## config.mk

```make
export PLATFORM = sky130hd
export DESIGN_NAME = serial_compare_msb_first_flat
export DESIGN_NICKNAME = d
export VERILOG_FILES = /design/src/rtl/serial_compare_pkg.sv /design/src/rtl/serial_compare_msb_first_if.sv /design/src/rtl/serial_bit_decide.sv /design/src/rtl/serial_compare_msb_first.sv /design/src/flat_wrapper.sv
export SDC_FILE = /design/constraint.sdc
export NUM_CORES = 1
export LEC_CHECK = 0
export BUFFER_PORTS_ARGS = -buffer_cell sky130_fd_sc_hd__buf_2
export CAP_MARGIN = 10
export CORE_ASPECT_RATIO = 1.5
export CORE_MARGIN = 2
export CORE_UTILIZATION = 53
export DETAILED_ROUTE_END_ITERATION = 7
export PLACE_DENSITY = 0.8
export REMOVE_ABC_BUFFERS = 1
export SETUP_SLACK_MARGIN = 0.02
export SYNTH_ARGS = -nofsm -noshare
export SYNTH_HDL_FRONTEND = slang
export SYNTH_SLANG_ARGS = --single-unit
export TNS_END_PERCENT = 30
```

## constraint.sdc

```tcl
create_clock -name clk -period 3.19 [get_ports clk]
set_input_delay 0.319 -clock clk [delete_from_list [all_inputs] [get_ports clk]]
set_output_delay 0.319 -clock clk [all_outputs]
set_load 0.01 [all_outputs]
```

## src/rtl/serial_compare_pkg.sv

```systemverilog
// Shared definitions for the serial MSB-first comparator: FSM encoding and
// the index/cycle-count width helper.
package serial_compare_pkg;

    typedef enum logic [1:0] {
        IDLE = 2'd0,
        SCAN = 2'd1,
        DONE = 2'd2
    } state_t;

    localparam int DEFAULT_WIDTH = 32;

    // Width of the bit-index down-counter and of the reported cycle count:
    // wide enough to hold the value WIDTH itself.
    function automatic int calc_idx_w(input int width);
        return $clog2(width) + 1;
    endfunction

    localparam int IDX_W = calc_idx_w(DEFAULT_WIDTH);

endpackage

```

## src/rtl/serial_compare_msb_first_if.sv

```systemverilog
// Operand/result handshake bundle for the serial comparator.
interface serial_compare_msb_first_if #(
    parameter int WIDTH = 32
);
    localparam int IDX_W = $clog2(WIDTH) + 1;

    logic             in_valid;
    logic             in_ready;
    logic [WIDTH-1:0] a;
    logic [WIDTH-1:0] b;
    logic             out_valid;
    logic             out_ready;
    logic [WIDTH-1:0] out;
    logic             eq;
    logic             gt;
    logic [IDX_W-1:0] cycles;

    // Producer of operands / consumer of results.
    modport master (
        output in_valid, a, b, out_ready,
        input  in_ready, out_valid, out, eq, gt, cycles
    );

    // The comparator itself.
    modport slave (
        input  in_valid, a, b, out_ready,
        output in_ready, out_valid, out, eq, gt, cycles
    );

endinterface

```

## src/rtl/serial_bit_decide.sv

```systemverilog
// Per-bit decision for the MSB-first scan: flags the first differing bit and
// says which operand is smaller when that bit decides the comparison.
module serial_bit_decide (
    input  logic a_bit,
    input  logic b_bit,
    input  logic is_msb,
    input  logic signed_mode,
    input  logic decided,
    output logic differ,
    output logic lt_bit
);

    // A difference only counts if no earlier (more significant) bit decided;
    // at the sign bit the operand holding a 1 is the negative, smaller one.
    always_comb begin
        differ = 1'b0;
        lt_bit = 1'b0;
        if (!decided && (a_bit != b_bit)) begin
            differ = 1'b1;
        end else begin
            differ = 1'b0;
        end
        if (is_msb && signed_mode) begin
            lt_bit = a_bit;
        end else begin
            lt_bit = b_bit;
        end
    end

endmodule

```

## src/rtl/serial_compare_msb_first.sv

```systemverilog
// Multi-cycle set-less-than unit: latches two operands, walks them from the
// MSB down one bit per clock and reports an SLT word plus eq/gt flags and
// the number of bits examined, behind valid/ready handshakes.
module serial_compare_msb_first
    import serial_compare_pkg::*;
#(
    parameter int WIDTH      = 32,
    parameter bit SIGNED     = 1'b1,
    parameter bit EARLY_EXIT = 1'b1
) (
    input  logic                        clk,
    input  logic                        reset,
    serial_compare_msb_first_if.slave   bus
);

    localparam int             IW        = calc_idx_w(WIDTH);
    localparam logic [IW-1:0]  MSB_IDX   = IW'(WIDTH - 1);
    localparam logic [IW-1:0]  WIDTH_CNT = IW'(WIDTH);
    localparam logic [IW-1:0]  IDX_ZERO  = {IW{1'b0}};
    localparam logic [IW-1:0]  IDX_ONE   = {{(IW-1){1'b0}}, 1'b1};

    state_t            state_r;
    state_t            next_state_s;

    logic [WIDTH-1:0]  a_r;
    logic [WIDTH-1:0]  b_r;
    logic [IW-1:0]     idx_r;
    logic              decided_r;
    logic              lt_r;
    logic [IW-1:0]     scan_cycles_r;

    logic              in_ready_r;
    logic              out_valid_r;
    logic              out_r;
    logic              eq_r;
    logic              gt_r;
    logic [IW-1:0]     cycles_r;

    logic              a_bit_s;
    logic              b_bit_s;
    logic              is_msb_s;
    logic              first_diff_s;
    logic              lt_bit_s;
    logic              scan_last_s;

    assign a_bit_s  = a_r[idx_r[IW-2:0]];
    assign b_bit_s  = b_r[idx_r[IW-2:0]];
    assign is_msb_s = (idx_r == MSB_IDX);

    serial_bit_decide u_bit_decide (
        .a_bit       (a_bit_s),
        .b_bit       (b_bit_s),
        .is_msb      (is_msb_s),
        .signed_mode (SIGNED),
        .decided     (decided_r),
        .differ      (first_diff_s),
        .lt_bit      (lt_bit_s)
    );

    // The scan ends at bit 0, or earlier at the first difference when early exit is on.
    always_comb begin
        scan_last_s = 1'b0;
        if ((EARLY_EXIT && first_diff_s) || (idx_r == IDX_ZERO)) begin
            scan_last_s = 1'b1;
        end else begin
            scan_last_s = 1'b0;
        end
    end

    // Next-state logic for the IDLE -> SCAN -> DONE -> IDLE sequence.
    always_comb begin
        next_state_s = state_r;
        case (state_r)
            IDLE: begin
                if (bus.in_valid) begin
                    next_state_s = SCAN;
                end else begin
                    next_state_s = IDLE;
                end
            end
            SCAN: begin
                if (scan_last_s) begin
                    next_state_s = DONE;
                end else begin
                    next_state_s = SCAN;
                end
            end
            DONE: begin
                if (out_valid_r && bus.out_ready) begin
                    next_state_s = IDLE;
                end else begin
                    next_state_s = DONE;
                end
            end
            default: begin
                next_state_s = IDLE;
            end
        endcase
    end

    // State register.
    always_ff @(posedge clk) begin
        if (reset) begin
            state_r <= IDLE;
        end else begin
            state_r <= next_state_s;
        end
    end

    // Operand capture, bit-index down-counter and running compare result.
    always_ff @(posedge clk) begin
        if (reset) begin
            a_r           <= {WIDTH{1'b0}};
            b_r           <= {WIDTH{1'b0}};
            idx_r         <= IDX_ZERO;
            decided_r     <= 1'b0;
            lt_r          <= 1'b0;
            scan_cycles_r <= IDX_ZERO;
        end else begin
            case (state_r)
                IDLE: begin
                    if (bus.in_valid) begin
                        a_r       <= bus.a;
                        b_r       <= bus.b;
                        idx_r     <= MSB_IDX;
                        decided_r <= 1'b0;
                        lt_r      <= 1'b0;
                    end
                end
                SCAN: begin
                    if (first_diff_s) begin
                        decided_r <= 1'b1;
                        lt_r      <= lt_bit_s;
                    end
                    if (scan_last_s) begin
                        scan_cycles_r <= WIDTH_CNT - idx_r;
                    end else begin
                        idx_r <= idx_r - IDX_ONE;
                    end
                end
                default: begin
                end
            endcase
        end
    end

    // Registered handshake flags and result fields; the fields only change
    // when a new result is published, so they hold across the idle time.
    always_ff @(posedge clk) begin
        if (reset) begin
            in_ready_r  <= 1'b1;
            out_valid_r <= 1'b0;
            out_r       <= 1'b0;
            eq_r        <= 1'b0;
            gt_r        <= 1'b0;
            cycles_r    <= IDX_ZERO;
        end else begin
            in_ready_r <= (next_state_s == IDLE);
            if ((state_r == DONE) && !out_valid_r) begin
                out_valid_r <= 1'b1;
                out_r       <= lt_r;
                eq_r        <= !decided_r;
                gt_r        <= decided_r && !lt_r;
                cycles_r    <= scan_cycles_r;
            end else if (out_valid_r && bus.out_ready) begin
                out_valid_r <= 1'b0;
            end
        end
    end

    assign bus.in_ready  = in_ready_r;
    assign bus.out_valid = out_valid_r;
    assign bus.out       = {{(WIDTH-1){1'b0}}, out_r};
    assign bus.eq        = eq_r;
    assign bus.gt        = gt_r;
    assign bus.cycles    = cycles_r;

endmodule

```

## src/flat_wrapper.sv

```systemverilog
// flat-port wrapper written by rule: the top's interface ports become plain ports
module serial_compare_msb_first_flat import serial_compare_pkg::*;
#(
    parameter int WIDTH      = 32,
    parameter bit SIGNED     = 1'b1,
    parameter bit EARLY_EXIT = 1'b1
)
  (clk, reset, bus_in_valid, bus_a, bus_b, bus_out_ready, bus_in_ready, bus_out_valid, bus_out, bus_eq, bus_gt, bus_cycles);
  serial_compare_msb_first_if #(.WIDTH(WIDTH)) bus_i ();
  input  logic clk;
  input  logic reset;
  input wire logic [$bits(bus_i.in_valid)-1:0] bus_in_valid;
  input wire logic [$bits(bus_i.a)-1:0] bus_a;
  input wire logic [$bits(bus_i.b)-1:0] bus_b;
  input wire logic [$bits(bus_i.out_ready)-1:0] bus_out_ready;
  output wire logic [$bits(bus_i.in_ready)-1:0] bus_in_ready;
  output wire logic [$bits(bus_i.out_valid)-1:0] bus_out_valid;
  output wire logic [$bits(bus_i.out)-1:0] bus_out;
  output wire logic [$bits(bus_i.eq)-1:0] bus_eq;
  output wire logic [$bits(bus_i.gt)-1:0] bus_gt;
  output wire logic [$bits(bus_i.cycles)-1:0] bus_cycles;
  assign bus_i.in_valid = bus_in_valid;
  assign bus_i.a = bus_a;
  assign bus_i.b = bus_b;
  assign bus_i.out_ready = bus_out_ready;
  assign bus_in_ready = bus_i.in_ready;
  assign bus_out_valid = bus_i.out_valid;
  assign bus_out = bus_i.out;
  assign bus_eq = bus_i.eq;
  assign bus_gt = bus_i.gt;
  assign bus_cycles = bus_i.cycles;
  serial_compare_msb_first #(.WIDTH(WIDTH), .SIGNED(SIGNED), .EARLY_EXIT(EARLY_EXIT)) u_core (.clk(clk), .reset(reset), .bus(bus_i));
endmodule
```

==> summary.md <==
| Metric | Value |
|---|---|
| HPWL after detailed placement | 5960 um |
| Worst Tran Pin Value | roughly 0.95 ns |
| Reg2reg path depth | 8 |
| Height of the chip | 112 um |
| Via density | roughly 5.2 |
| Setup crit end kind | flip-flop |
| Violation count after the first detailed-routing iteration | 178 |
| Share of the yosys chip area belonging to registers | 43.8% |
| Worst R2R End | u_core.idx_r[0] |
| Critical path class | reg -> reg |
| Highest attainable clock frequency | approximately 340 MHz |
| Effective utilization at floorplan | a little over half |
| CP bufs+invs | 1 |
| Maximum buffer depth of the clock tree | 2 |
| Relative slew margins | a little over a third |
| Number of global-route vias before repair | roughly 3300 |
| Number of DRC violations after detailed routing | 0 |
| Site row count | 39 |
| Clock buffers created by TritonCTS | 9 |
| Synth-to-layout area growth | 14.9% |
| Leftover overflow at the end of global routing | 0 |
| Required time reported for the critical path endpoint | between 3 and 4 ns |
| Antenna violations before repair | 0 |
| Number of maximum-capacitance constraint violations | 0 |
| Post-Synthesis Cell Area | between 0.004 and 0.005 sq mm |
| Cts repair resizes | 0 |
| Clk Tree Root Cell | clkbuf_16 |
| Library cell contributing the largest single delay on the critical path | mux4_1 |
| Antenna-violating nets left | 0 |
| DP Worst Slack | between 0.2 and 0.25 ns |
| Final max-slew violation count | 0 |
| DR pass1 iterations | 4 |
| Clock skew after layout | between 0.006 and 0.007 ns |
| Number of setup buffers added after CTS | 0 |
| Delay contributed by the slowest stage of the critical path | roughly 0.57 ns |
| Core box area | roughly 0.0076 sq mm |
| Routed wirelength normalized by instance count | about 13 um |
| Clock tree from TritonCTS | yes |
| Total Routing Usage GR | 20.0% |
| Setup violation total in the final timing report | 0 |
| Worst Hold Launch | bus_a[22] |
| Post-route clock period utilization | between 90 and 100% |
| Setup slack of the critical path after layout | slightly above 0.2 ns |
| Total instance count after detailed placement | 627 |
| Number of nets in the finished design | about 600 |
| Post-synthesis sequential element count | around 90 |
| Power per Cell Area | ~860 mW/mm^2 |
| Global placer's final weighted congestion | just over 0.8 |
| RR Startpoint | u_core.idx_r[1] |
| Latest clock arrival within the worst-skew pair | around 0.34 ns |
| Final instance area | between 0.004 and 0.005 sq mm |
| Cell depth of the worst min-delay path | 3 |
| Synthesis Warnings | 0 |
| Hold Buf Count CTS | 0 |
| Leakage power summed over all cells | between 0.0015 and 0.002 uW |
| Peak supply drop | around 500 uV |
| Placed standard-cell area | 0.00447 sq mm |
| Total chip power | just over 4000 uW |
| EDFF count, synth | 0 |
| Total inserted antenna cells | 0 |
| Worst Hold Class | in -> reg |
| Final hold viol count | 0 |
| Clock Pin Slew Worst Setup and Hold Paths | roughly 0.07 ns |
| Hold Path End | u_core.a_r[22] |
| Final cell count without fillers | around 640 |
| Total die area | 0.00859 sq mm |
| Kind of start point of the critical path | flip-flop |
| Number of sinks handled by clock tree synthesis | 91 |
| Wire length of the first global-routing pass | 13800 um |
| Critical path data arrival time | 3.24 ns |
| Vias post-DR | 3333 |
| Total detailed-routing wirelength | approximately 8200 um |
| I/O pin count | 110 |
| Register-to-register setup slack | 0.21 ns |
| Total of fill cells in the finished design | approximately 660 |
| Share of flip-flops with an asynchronous set or reset after synthesis | 0% |
| Run status | complete, no violations |
| Synthesized instance count | 479 |
| Critical path fanouts, max | 19 |
| Input/output buffers | a little under 80 |
| Depth of the CTS H-tree | 3 |
| Critical path's top delay family | multiplexers |
| Fin crit period | 2.98 ns |
| Largest net degree at the start of global routing | 63 |
| Share of cells above drive strength 1 | 22.0% |
| Count of distinct cell types in the synthesized netlist | 42 |
| Main flop type after synthesis | dfxtp_1 |
| Avg Cell Area, Syn | roughly 8.7 sq um |
| Critical path cell sequence | buf_12 > mux4_1 > mux4_2 > mux2i_1 > xnor2_1 > o21ba_1 > a21oi_1 > a211oi_1 |
| Setup TNS Final | 0 ns |
| RSZ-0062 raised after global routing | no |
| X dimension of the die | between 70 and 80 um |
==> routing by layer <==
layer / track usage, % / wire [um] / vias up / part of all wire, %
met4: 8.61 / 203 / 0 / 2.5
met5: 0 / 0 / - / 0
li1: - / - / 1676 / -
met1: 20.5 / 3250 / 1546 / 40
met2: 37.9 / 4400 / 91 / 53
met3: 4.90 / 374 / 20 / 4.5
==> worst register-to-register path, cell delays in order, from the launching register on <==
cell	delay, ns
dfxtp_1	0.36
buf_12	0.18
mux4_1	0.57
mux4_2	0.50
mux2i_1	0.26
xnor2_1	0.26
o21ba_1	0.35
a21oi_1	0.14
a211oi_1	0.28
==> registers in the layout, indices dropped and copies added, names as in the netlist <==
name / count
u_core.b_r: 32
u_core.bus.in_ready: 1
u_core.decided_r: 1
u_core.out_r: 1
u_core.a_r: 32
u_core.scan_cycles_r: 6
u_core.bus.out_valid: 1
u_core.bus.cycles: 6
u_core.idx_r: 6
u_core.bus.gt: 1
u_core.bus.eq: 1
u_core.lt_r: 1
u_core.state_r: 2
==> final cells by class <==
class	instances	area, sq um	share of cell area (%)
clock buffers	9	225	4.71
clock inverters	7	82.6	1.73
inverters	5	18.8	0.393
multi-input cells	344	2040	42.6
flip-flops and latches	91	1820	38.1
well taps	102	128	2.67
repair buffers	85	468	9.79
==> worst max-delay path by stage <==
stage               slack (ns)             from  cells after the start              end
detailed placement        0.24  u_core.idx_r[1]                      8  u_core.idx_r[0]
CTS                       0.20  u_core.idx_r[1]                      8  u_core.idx_r[0]
finish                    0.21  u_core.idx_r[1]                      8  u_core.idx_r[0]
global route              0.06  u_core.idx_r[1]                      8  u_core.idx_r[0]
floorplan                 0.12  u_core.idx_r[1]                      7  u_core.idx_r[2]
global placement          0.39  u_core.idx_r[1]                      8  u_core.idx_r[0]
==> cell usage after synthesis (4+ instances only) <==
| cell type | n | area, sq um |
|---|---|---|
| nand2_1 | 137 | 514 |
| dfxtp_1 | 91 | 1820 |
| a21oi_1 | 77 | 385 |
| buf_4 | 32 | 240 |
| clkbuf_1 | 25 | 93.8 |
| nor2_1 | 21 | 78.8 |
| mux2i_1 | 10 | 100 |
| mux4_1 | 10 | 263 |
| mux4_2 | 10 | 225 |
| buf_1 | 9 | 33.8 |
| nand3_1 | 6 | 30.0 |
| inv_1 | 5 | 18.8 |
| o21ai_0 | 5 | 25.0 |
| a211oi_1 | 4 | 30.0 |
==> kinds of logic (layout without fill, tap and decap cells) <==
| kind of cell | Yosys count | after routing | synth area share (%) |
|---|---|---|---|
| AND/OR/NAND/NOR | 180 | 180 | 17.5 |
| multiplexers | 30 | 30 | 14.1 |
| flip-flops | 91 | 91 | 43.8 |
| other | 1 | 31 | 0.0902 |
| adder cells (fa/ha/maj) | 2 | 2 | 0.602 |
| AO/OA/AOI/OAI | 99 | 99 | 13.4 |
| XOR/XNOR | 2 | 2 | 0.421 |
| buffers and inverters | 74 | 106 | 10.0 |
==> placed cells by master (no fill, tap or decap), types with 3 or more instances in the layout <==
| cell | synthesis | routed |
|---|---|---|
| nor2_1 | 21 | 21 |
| nor3_1 | 3 | 3 |
| clkbuf_16 | 0 | 9 |
| buf_4 | 32 | 5 |
| dfxtp_1 | 91 | 91 |
| a211oi_1 | 4 | 4 |
| mux4_2 | 10 | 10 |
| buf_2 | 0 | 78 |
| mux2i_1 | 10 | 10 |
| o21ai_0 | 5 | 5 |
| mux4_1 | 10 | 10 |
| nand2_1 | 137 | 136 |
| inv_1 | 5 | 5 |
| nand2b_1 | 3 | 3 |
| a21oi_1 | 77 | 77 |
| inv_6 | 0 | 3 |
| nand3_1 | 6 | 6 |
| conb_1 | 1 | 31 |
==> stage by stage <==
| stage | hold slack, ns | utilization [%] |
|---|---|---|
| final | 0.210 | 62.8 |
| after global routing | 0.210 | 62.8 |
| after CTS | 0.205 | 62.8 |
| after detailed placement | 0.445 | 58.7 |
| after global placement | 0.438 | 58.7 |
| after floorplan | 0.387 | - |
==> report_power, final <==
group | leakage (uW) | switching [uW] | internal, uW
registers | 0.000746 | 179 | 1370
clock network | 0.000145 | 460 | 620
logic | 0.00110 | 837 | 635
Note: power is estimated with default switching activity, not from simulation.
